--- src/rtl/datapath_sequencer.sv ---
// datapath_sequencer
//   Multi-cycle control FSM for the 16-bit datapath. Owns the program
//   counter, instruction register and (optionally) the Z/N/C condition
//   flags; fetches from block RAM, decodes, and drives every datapath
//   mux select and enable from the registered state and IR only.
//
//   Optional feature macro: DATAPATH_SEQ_BRANCH_EN
//     defined   -> Bcond (opcode 1100) implemented, flags register kept
//     undefined -> opcode 1100 is a NOP, no flags, PC only increments
//
//   Ports
//     clock, reset (async, active-low), run (level, permits fetch)
//     ramReadData                      fetched word / load data
//     aluZero/aluNegative/aluCarry     ALU flags, valid in EXECUTE
//     instruction, programCounter      IR and PC to the datapath
//     blockRamReadEnable/WriteEnable, registerFileWriteEnable
//     integerTypeSelectionLine         00 raw, 01 sign-ext, 10 zero-ext
//     reg2OrImmediateSelectionLine     0 reg2, 1 immediate
//     pcOrRegisterSelectionLine        0 PC,   1 reg1 on ALU input A
//     addressFromRegOrDecoderSelectionLine  0 reg2 as RAM write address
//     writeBackToRegRamOrALUSelectionLine   0 RAM data, 1 ALU result
//     pcOrAluOutputRamReadSelectionLine     1 PC, 0 ALU result
//     registerWriteAddress             IR[11:8]
//     halted                           1 while in HALT
module datapath_sequencer #(
  parameter logic [15:0] RESET_PC = 16'h0000
) (
  input  logic        clock,
  input  logic        reset,
  input  logic        run,
  input  logic [15:0] ramReadData,
  input  logic        aluZero,
  input  logic        aluNegative,
  input  logic        aluCarry,
  output logic [15:0] instruction,
  output logic [15:0] programCounter,
  output logic        blockRamReadEnable,
  output logic        blockRamWriteEnable,
  output logic        registerFileWriteEnable,
  output logic [1:0]  integerTypeSelectionLine,
  output logic        reg2OrImmediateSelectionLine,
  output logic        pcOrRegisterSelectionLine,
  output logic        addressFromRegOrDecoderSelectionLine,
  output logic        writeBackToRegRamOrALUSelectionLine,
  output logic        pcOrAluOutputRamReadSelectionLine,
  output logic [3:0]  registerWriteAddress,
  output logic        halted
);

  typedef enum logic [2:0] {
    IDLE, FETCH, FETCH_WAIT, DECODE, EXECUTE, MEM, WRITEBACK, HALT
  } stateType;

  stateType    state, nextState;
  logic [15:0] pcReg;
  logic [15:0] irReg;

  logic [3:0] opcode;
  logic [3:0] ext;
  logic       isAluR, isAluI, isAlu, isLoad, isStor, isHalt, isCompare;
  logic       signExtImm;

  assign opcode = irReg[15:12];
  assign ext    = irReg[7:4];

  assign isAluR    = (opcode == 4'h0);
  assign isAluI    = (opcode >= 4'h1) && (opcode <= 4'hB) && (opcode != 4'h4);
  assign isAlu     = isAluR || isAluI;
  assign isLoad    = (opcode == 4'h4) && (ext == 4'h0);
  assign isStor    = (opcode == 4'h4) && (ext == 4'h4);
  assign isHalt    = (opcode == 4'h4) && (ext == 4'h1);
  // CMP and CMPI only set flags; they never write the register file
  assign isCompare = (isAluR && (ext == 4'hB)) || (opcode == 4'hB);
  assign signExtImm = (opcode == 4'h5) || (opcode == 4'h9) || (opcode == 4'hB);

`ifdef DATAPATH_SEQ_BRANCH_EN
  logic        zeroFlag, negFlag, carryFlag;
  logic        isBranch, branchTaken;
  logic [15:0] branchTarget;

  assign isBranch = (opcode == 4'hC);
  // PC already points past the branch when this is applied
  assign branchTarget = pcReg + {{8{irReg[7]}}, irReg[7:0]};

  always_comb begin
    branchTaken = 1'b0;
    case (irReg[11:8])
      4'h0:    branchTaken = zeroFlag;
      4'h1:    branchTaken = !zeroFlag;
      4'h2:    branchTaken = carryFlag;
      4'h3:    branchTaken = !carryFlag;
      4'hC:    branchTaken = negFlag;
      4'hD:    branchTaken = !negFlag;
      4'hE:    branchTaken = 1'b1;
      default: branchTaken = 1'b0;
    endcase
  end

  always_ff @(posedge clock or negedge reset) begin
    if (!reset) begin
      zeroFlag  <= 1'b0;
      negFlag   <= 1'b0;
      carryFlag <= 1'b0;
    end else if ((state == EXECUTE) && isAlu) begin
      zeroFlag  <= aluZero;
      negFlag   <= aluNegative;
      carryFlag <= aluCarry;
    end
  end
`else
  logic unusedFlagInputs;
  assign unusedFlagInputs = ^{aluZero, aluNegative, aluCarry};
`endif

  always_ff @(posedge clock or negedge reset) begin
    if (!reset) begin
      state <= IDLE;
      pcReg <= RESET_PC;
      irReg <= '0;
    end else begin
      state <= nextState;
      if (state == DECODE) begin
        irReg <= ramReadData;
        pcReg <= pcReg + 16'd1;
      end
`ifdef DATAPATH_SEQ_BRANCH_EN
      else if ((state == EXECUTE) && isBranch && branchTaken) begin
        pcReg <= branchTarget;
      end
`endif
    end
  end

  always_comb begin
    nextState = state;
    case (state)
      IDLE:       if (run) nextState = FETCH;
      FETCH:      nextState = FETCH_WAIT;
      FETCH_WAIT: nextState = DECODE;
      DECODE:     nextState = EXECUTE;
      EXECUTE: begin
        if (isLoad)      nextState = MEM;
        else if (isHalt) nextState = HALT;
        else             nextState = run ? FETCH : IDLE;
      end
      MEM:        nextState = WRITEBACK;
      WRITEBACK:  nextState = run ? FETCH : IDLE;
      HALT:       nextState = HALT;
      default:    nextState = IDLE;
    endcase
  end

  always_comb begin
    blockRamReadEnable                   = 1'b0;
    blockRamWriteEnable                  = 1'b0;
    registerFileWriteEnable              = 1'b0;
    integerTypeSelectionLine             = 2'b00;
    reg2OrImmediateSelectionLine         = 1'b0;
    pcOrRegisterSelectionLine            = 1'b0;
    addressFromRegOrDecoderSelectionLine = 1'b0;
    writeBackToRegRamOrALUSelectionLine  = 1'b0;
    pcOrAluOutputRamReadSelectionLine    = 1'b0;
    case (state)
      FETCH: begin
        blockRamReadEnable                = 1'b1;
        pcOrAluOutputRamReadSelectionLine = 1'b1;
      end
      EXECUTE: begin
        if (isAlu) begin
          pcOrRegisterSelectionLine           = 1'b1;
          writeBackToRegRamOrALUSelectionLine = 1'b1;
          registerFileWriteEnable             = !isCompare;
          if (isAluI) begin
            reg2OrImmediateSelectionLine = 1'b1;
            integerTypeSelectionLine     = signExtImm ? 2'b01 : 2'b10;
          end
        end else if (isLoad) begin
          blockRamReadEnable = 1'b1;
        end else if (isStor) begin
          blockRamWriteEnable = 1'b1;
        end
      end
      WRITEBACK: begin
        registerFileWriteEnable = 1'b1;
      end
      default: ;
    endcase
  end

  assign instruction          = irReg;
  assign programCounter       = pcReg;
  assign registerWriteAddress = irReg[11:8];
  assign halted               = (state == HALT);

endmodule

--- config.mk ---
export PLATFORM = sky130hd
export DESIGN_NAME = datapath_sequencer
export DESIGN_NICKNAME = d
export VERILOG_FILES = /design/src/rtl/datapath_sequencer.sv
export SDC_FILE = /design/constraint.sdc
export NUM_CORES = 1
export LEC_CHECK = 0
export ABC_AREA = 1
export CORE_AREA = 2 2 76 78
export DETAILED_ROUTE_END_ITERATION = 8
export DIE_AREA = 0 0 78 80
export GPL_TIMING_DRIVEN = 0
export PLACE_DENSITY = 0.67
export SLEW_MARGIN = 20
export SYNTH_ARGS = -nofsm -noshare
export SYNTH_HDL_FRONTEND = slang
export SYNTH_SLANG_ARGS = --single-unit
--- constraint.sdc ---
create_clock -name clock -period 1.15 [get_ports clock]
set_input_delay 0.115 -clock clock [delete_from_list [all_inputs] [get_ports clock]]
set_output_delay 0.115 -clock clock [all_outputs]
set_load 0.02 [all_outputs]
==> impl_results.md, run 1 <==
- Status: finished, violations left
- Failing checks: negative setup slack
- Final period util: 141%
- Crit path max fanout: 4
- Fin. Hold Viols: 0
- Clock Skews: 0.00774 ns
- Yosys reg bits: 35
- # port buffers: 64
- Post-DRT Antenna Nets: 0
- PD cells: 2420 mW/mm^2
- Fin Setup TNS: -8.03 ns
- Mapped cell area: 0.00185 sq mm
- Leakage: 1.54 nW
- Post-Layout Inst Area: 0.00312 sq mm
- Cells on worst reg2reg path: 11
- Net Sw Power: 3.31 mW
- Placed standard-cell area: 0.00269 sq mm
- Synth top area share: 47.4%
- Crit-path max cell delay: 0.41 ns
- Post-Syn Instances: 235
- Crit end category: output pin
- Synth top cells by count: nand2_1, dfrtp_1, inv_1, nor2_1, o21ai_0
- Top cells by area, synth: dfrtp_1, nand2_1, inv_1
- DRC viols: 0
- Initial antenna violation count: 0
- Critical Path Start: state[0]$_DFFE_PN0P_
- TritonCTS clock tree: done
- Grt total ovfl: 0
- Worst r2r dst: state[0]$_DFFE_PN0P_
- Comb pwr share: 61.9%
- Inserted Clock Buffers: 5
- Ys flop type: dfrtp_1
- Critical R2R Launch: state[0]$_DFFE_PN0P_
- Boundary pin count: 69
- Slack of the critical path: -0.469 ns
- Core area: 0.00541 sq mm
- Kind of cell adding the most delay to the critical path: simple AND/OR/NAND/NOR gates
- Largest net degree at the start of global routing: 21
- # clock sinks: 35
- H-tree depth: 2
- HP Class: primary input to async pin
- Number of max-cap violations: 0
- Syn_area_per_cell: 7.87 sq um
- Global placer's final weighted congestion: 0.859
- Post-synth EDFFs: 0
- Yosys warns: 0
- Die area: 0.00624 sq mm
- DP HPWL: 3.30 mm
- Worst ir drop on vdd: 1.37 mV
- CP Launch Type: register
- Clock Pin Slew Worst Setup and Hold Paths: 0.06 ns
- Synth area leader: dfrtp_1
- Critical path class: register to output pin
- Routed len/inst: 11.8 um
- Register Area: 892 sq um
- Critical path's most frequent cell: nor2_4
- Total Routed Length: 4.82 mm
- Placement row count: 27
- Synth Net Count: 258
- Sw Share: 43.8%
- First-pass GRT wire length: 7.96 mm
- Fin. max-slew vios: 0
- Flop pwr share: 26.8%
- Synth unique cells: 24
- Async SR Flop Fraction: 100%
- Buffers & Inverters on Critical Path: 2
- Multi-input gate area: 1000 sq um
- Root buffer cell: clkbuf_8
- Vias in the first global route: 1820
- Flop2flop setup slack: -0.39 ns
- Pre-antenna DRT Iters: 4
- Maximum clock frequency: 0.618 GHz
- Vias: 1817
- Worst skew pair latency: 0.29 ns
- Layout area overhead: 68.9%
- Initial Util: 34.2%
- Power share of the clock group: 11.2%
- Tmin final: 1.62 ns
- Die X: 78 um
- GRT Overall Usage: 16.3%
- Layout cells sized above 1: 40.5%
- Worst EP arrival: 1.50 ns
- Fin nets: 358
- Die height: 80 um
- Post-Place Setup Slack: -0.818 ns
- ANT cells: 0
- Final setup viols: 44
- Most common cell in the netlist: nand2_1
- Slowest CP cell: dfrtp_2
- Critical-path cell list: inv_2 -> nand2_4 -> nor2_4 -> nand3_4 -> nor2_4 -> or2_4 -> buf_6
- Via/cell ratio: 4.45
- CTS max path bufs: 2
- Int Pwr: 4.24 mW
- RSZ-0062 raised after global routing: true
- CP required: 1.03 ns
- Fillers: 497
- Register area share after synthesis: 47.4%
- DR iter-0 viols: 53
## worst reg2reg max path, cell delays in order, from the launching register on
cell,delay [ns]
dfrtp_2,0.41
inv_2,0.09
nand2_4,0.06
nor2_4,0.20
nand3_4,0.13
nor2_4,0.11
buf_4,0.12
buf_6,0.09
buf_6,0.08
buf_6,0.07
nor2_1,0.03
nor2_1,0.08
## through the flow
step / utilization [%] / instances / hold slack, ns / total power [mW]
floorplan: - / 235 / -0.181 / 4.29
global placement: 49.4 / 371 / 0.462 / 5.69
detailed placement: 49.8 / 372 / 0.0709 / 5.77
CTS: 55.1 / 399 / 0.291 / 6.96
global route: 57.8 / 408 / 0.314 / 8.13
finish: 57.8 / 408 / 0.288 / 7.55
## power groups by stage
stage / Combinational [mW] / Sequential (mW) / Clock, mW
2_1_floorplan: 1.85 / 2.44 / 0
3_3_place_gp: 3.64 / 2.05 / 0
3_5_place_dp: 3.72 / 2.06 / 0
4_1_cts: 4.07 / 2.01 / 0.879
5_1_grt: 5.09 / 2.09 / 0.957
6_report: 4.68 / 2.03 / 0.848
## cells in the final DEF, fill, tap and decap left out, types with 5 or more instances in the layout
cell	synthesis	routed
inv_2	1	8
nor2_1	25	17
xor2_1	5	5
inv_1	26	18
clkdlybuf4s50_1	0	17
o21ai_0	11	10
buf_4	8	24
buf_6	0	27
nand2_1	78	69
dlygate4sd2_1	0	5
nand3_1	9	5
nor2_4	1	8
nand4_1	6	6
clkdlybuf4s15_1	0	11
nand2_4	2	5
clkbuf_8	0	5
dfrtp_1	35	22
nand2_2	1	7
clkbuf_2	0	11
dfrtp_2	0	13
## cell families after synthesis
family | after synthesis | synth area share [%]
simple gates | 133 | 32.5
buf+inv | 38 | 9.54
flops | 35 | 47.4
compound gates | 16 | 4.47
xor+xnor | 11 | 5.21
fa+ha+maj | 1 | 0.676
other cells | 1 | 0.203
## worst max path at each step
stage,endpoint,cells past startpoint
final,blockRamReadEnable,7
after global routing,registerFileWriteEnable,8
after CTS,blockRamReadEnable,7
after detailed placement,blockRamReadEnable,7
after global placement,programCounter[1]$_DFFE_PN0P_,1
after floorplan,registerFileWriteEnable,7
## area by class of cell
type	instances	area share, %
sequential	35	28.6
multi-input combinational	162	32.0
tap	72	2.88
clock buffer	8	2.56
inverter	27	3.32
timing repair buffer	93	27.1
buffer	11	3.60
## per-layer routing
layer	part of all wire [%]	GRT usage, %	up-vias	wire [um]
met5	0	0	-	0
met4	1.5	6.32	0	70
met3	5.3	4.52	6	253
met2	51	28.9	38	2470
met1	42	18.5	853	2020
li1	-	-	920	-
## sequential cells by signal, summed over array words and instances (netlist names)
name,cells
instruction,16
state,3
programCounter,16
## repair_timing
action,in CTS,in global routing
gates resized for setup,153,66
hold buffers,1,0
setup buffers,18,9
setup endpoints to repair,77,71
endpoints found under the hold margin,15,0
pin swaps,13,10
(Power assumes the default switching activity.)
==> run 2: changes to the inputs <==
Settings changed: CORE_AREA 2 2 76 78 to 5 5 79 81, DIE_AREA 0 0 78 80 to 0 0 84 86.
==> impl_results.md, run 2 (synthesized netlist as in run 1, its figures left out) <==
- Grt total ovfl: 0 (unchanged)
- Global placer's final weighted congestion: 0.814 (-5.1%)
- Slack of the critical path: -0.462 ns (+0.00686 ns)
- Flop2flop setup slack: -0.33 ns (+0.06 ns)
- Die X: 84 um (+7.7%)
- Crit-path max cell delay: 0.43 ns (+0.02 ns)
- Critical path class: register to output pin
- # port buffers: 64 (unchanged)
- Int Pwr: 5.13 mW (+21%)
- Routed len/inst: 13.1 um (+11%)
- First-pass GRT wire length: 8.84 mm (+11%)
- Post-Layout Inst Area: 0.00336 sq mm (+7.6%)
- Die area: 0.00722 sq mm (+16%)
- Fin. Hold Viols: 0 (unchanged)
- TritonCTS clock tree: done
- CP Launch Type: register
- Pre-antenna DRT Iters: 4 (unchanged)
- Post-DRT Antenna Nets: 0 (unchanged)
- Leakage: 1.61 nW (+4.4%)
- ANT cells: 0 (unchanged)
- DP HPWL: 3.50 mm (+5.9%)
- GRT Overall Usage: 15.1% (-1.2 points)
- Tmin final: 1.61 ns (-0.00686 ns)
- Root buffer cell: clkbuf_8
- Register Area: 892 sq um (unchanged)
- Fillers: 462 (-7.0%)
- DRC viols: 0 (unchanged)
- Worst skew pair latency: 0.29 ns (about the same)
- Final setup viols: 44 (unchanged)
- Crit end category: output pin
- Cells on worst reg2reg path: 8 (-3)
- HP Class: primary input to async pin
- RSZ-0062 raised after global routing: true
- Layout cells sized above 1: 48.8% (+8.3 points)
- Placed standard-cell area: 0.00269 sq mm (unchanged)
- Worst ir drop on vdd: 1.30 mV (-5.1%)
- Sw Share: 42.0% (-1.9 points)
- Layout area overhead: 81.9%
- Power share of the clock group: 14.9% (+3.7 points)
- DR iter-0 viols: 45 (-15%)
- Worst EP arrival: 1.50 ns (about the same)
- Total Routed Length: 5.38 mm (+12%)
- Critical R2R Launch: state[2]$_DFFE_PN0P_
- Maximum clock frequency: 0.620 GHz (+0.43%)
- CTS max path bufs: 2 (unchanged)
- Via/cell ratio: 4.58 (+2.9%)
- Most common cell after layout, fill and taps aside: nand2_1
- Die height: 86 um (+7.5%)
- Vias: 1879 (+3.4%)
- Critical path's most frequent cell: nor2_4
- Boundary pin count: 69 (unchanged)
- # clock sinks: 35 (unchanged)
- Vias in the first global route: 1884 (+3.5%)
- Initial Util: 34.2% (unchanged)
- Clock Skews: 0.00813 ns (+0.000389 ns)
- Fin nets: 360 (+0.56%)
- Comb pwr share: 61.4% (-0.5 points)
- Failing checks: negative setup slack
- Core area: 0.00541 sq mm (unchanged)
- Most frequent cells in the layout: nand2_1, buf_6, nand2_2, dfrtp_1
- Clock Pin Slew Worst Setup and Hold Paths: 0.07 ns (about the same)
- CP required: 1.03 ns (about the same)
- Placement row count: 27 (unchanged)
- PD cells: 2630 mW/mm^2 (+8.7%)
- Slowest CP cell: dfrtp_2
- Worst r2r dst: programCounter[11]$_DFFE_PN0P_
- Status: finished, violations left
- Net Sw Power: 3.71 mW (+12%)
- Multi-input gate area: 0.00108 sq mm (+8.0%)
- Number of max-cap violations: 0 (unchanged)
- Final period util: 140% (-0.60 points)
- Initial antenna violation count: 0 (unchanged)
- Critical-path cell list: inv_4 -> nand2_4 -> nor2_4 -> nand3_4 -> nor2_4 -> or2_4 -> buf_6
- H-tree depth: 2 (unchanged)
- Inserted Clock Buffers: 5 (unchanged)
- Crit path max fanout: 5 (+1)
- Largest net degree at the start of global routing: 20 (-4.8%)
- Flop pwr share: 23.6% (-3.2 points)
- Fin. max-slew vios: 0 (unchanged)
- Hold slack: 0.292 ns (+0.00438 ns)
-- run 2: cell types whose count changed in the layout (fill, tap and decap cells not counted), sizes merged --
cell,previous run,this run
buf,57,58
bufinv,0,2
clkbuf,19,14
clkdlybuf4s15,13,17
-- run 2: through the flow --
step	utilization, %	power, mW	TNS (ns)	cells	worst slack [ns]
final	62.2	8.84	-12.13	410	-0.462
after CTS	60.0	8.34	-9.15	405	-0.426
after detailed placement	49.8	5.79	-8.96	372	-0.805
after floorplan	-	4.29	-0.822	235	-0.124
after global routing	62.2	9.38	-14.99	410	-0.532
after global placement	49.4	5.71	-40.05	371	-1.02
-- run 2: how the worst max path moves through the flow --
stage                    startpoint  depth (start not counted)                             to  slack (ns)
6_report       state[0]$_DFFE_PN0P_                          7             blockRamReadEnable       -0.46
4_1_cts        state[0]$_DFFE_PN0P_                          7             blockRamReadEnable       -0.43
3_5_place_dp   state[0]$_DFFE_PN0P_                          7             blockRamReadEnable       -0.80
3_3_place_gp                  reset                          1  programCounter[1]$_DFFE_PN0P_       -1.02
2_1_floorplan  state[0]$_DFFE_PN0P_                          7        registerFileWriteEnable       -0.12
5_1_grt        state[0]$_DFFE_PN0P_                          7             blockRamReadEnable       -0.53
-- run 2: cell type report --
cell class / instances / share of cell area (%)
plain buffers: 7 / 2.34
clock buffers: 6 / 2.16
clock inverters: 2 / 1.79
inverters: 27 / 3.31
multi-input cells: 162 / 32.1
flip-flops and latches: 35 / 26.5
well taps: 72 / 2.68
repair buffers: 99 / 29.1
-- run 2: metal layers --
layer | track usage, % | share of wire (%) | vias to the layer above
met5 | 0 | 0 | -
met4 | 4.39 | 1.4 | 0
met3 | 4.03 | 4.3 | 8
met2 | 28.0 | 53 | 44
met1 | 16.9 | 41 | 905
li1 | - | - | 922
-- run 2: timing repair --
| item | in CTS | in global routing |
|---|---|---|
| buffers inserted | 23 | 8 |
| pin swaps | 24 | 11 |
| hold buffers | 1 | 0 |
| cloned | 2 | 1 |
| endpoints found under the setup margin | 78 | 68 |
| gates resized for setup | 218 | 55 |
| endpoints found under the hold margin | 16 | 0 |
-- run 2: critical path: cells and delay by family, from the launching register on --
family | cells | cell delay, ns
buffers and inverters | 2 | 0.18
flip-flops | 1 | 0.43
AND/OR/NAND/NOR | 5 | 0.59
-- run 2: power groups by stage --
stage	clock network, mW	registers [mW]	logic (mW)
2_1_floorplan	0	2.44	1.85
3_3_place_gp	0	2.05	3.66
3_5_place_dp	0	2.06	3.73
4_1_cts	1.34	2.05	4.95
5_1_grt	1.39	2.15	5.85
6_report	1.32	2.09	5.43
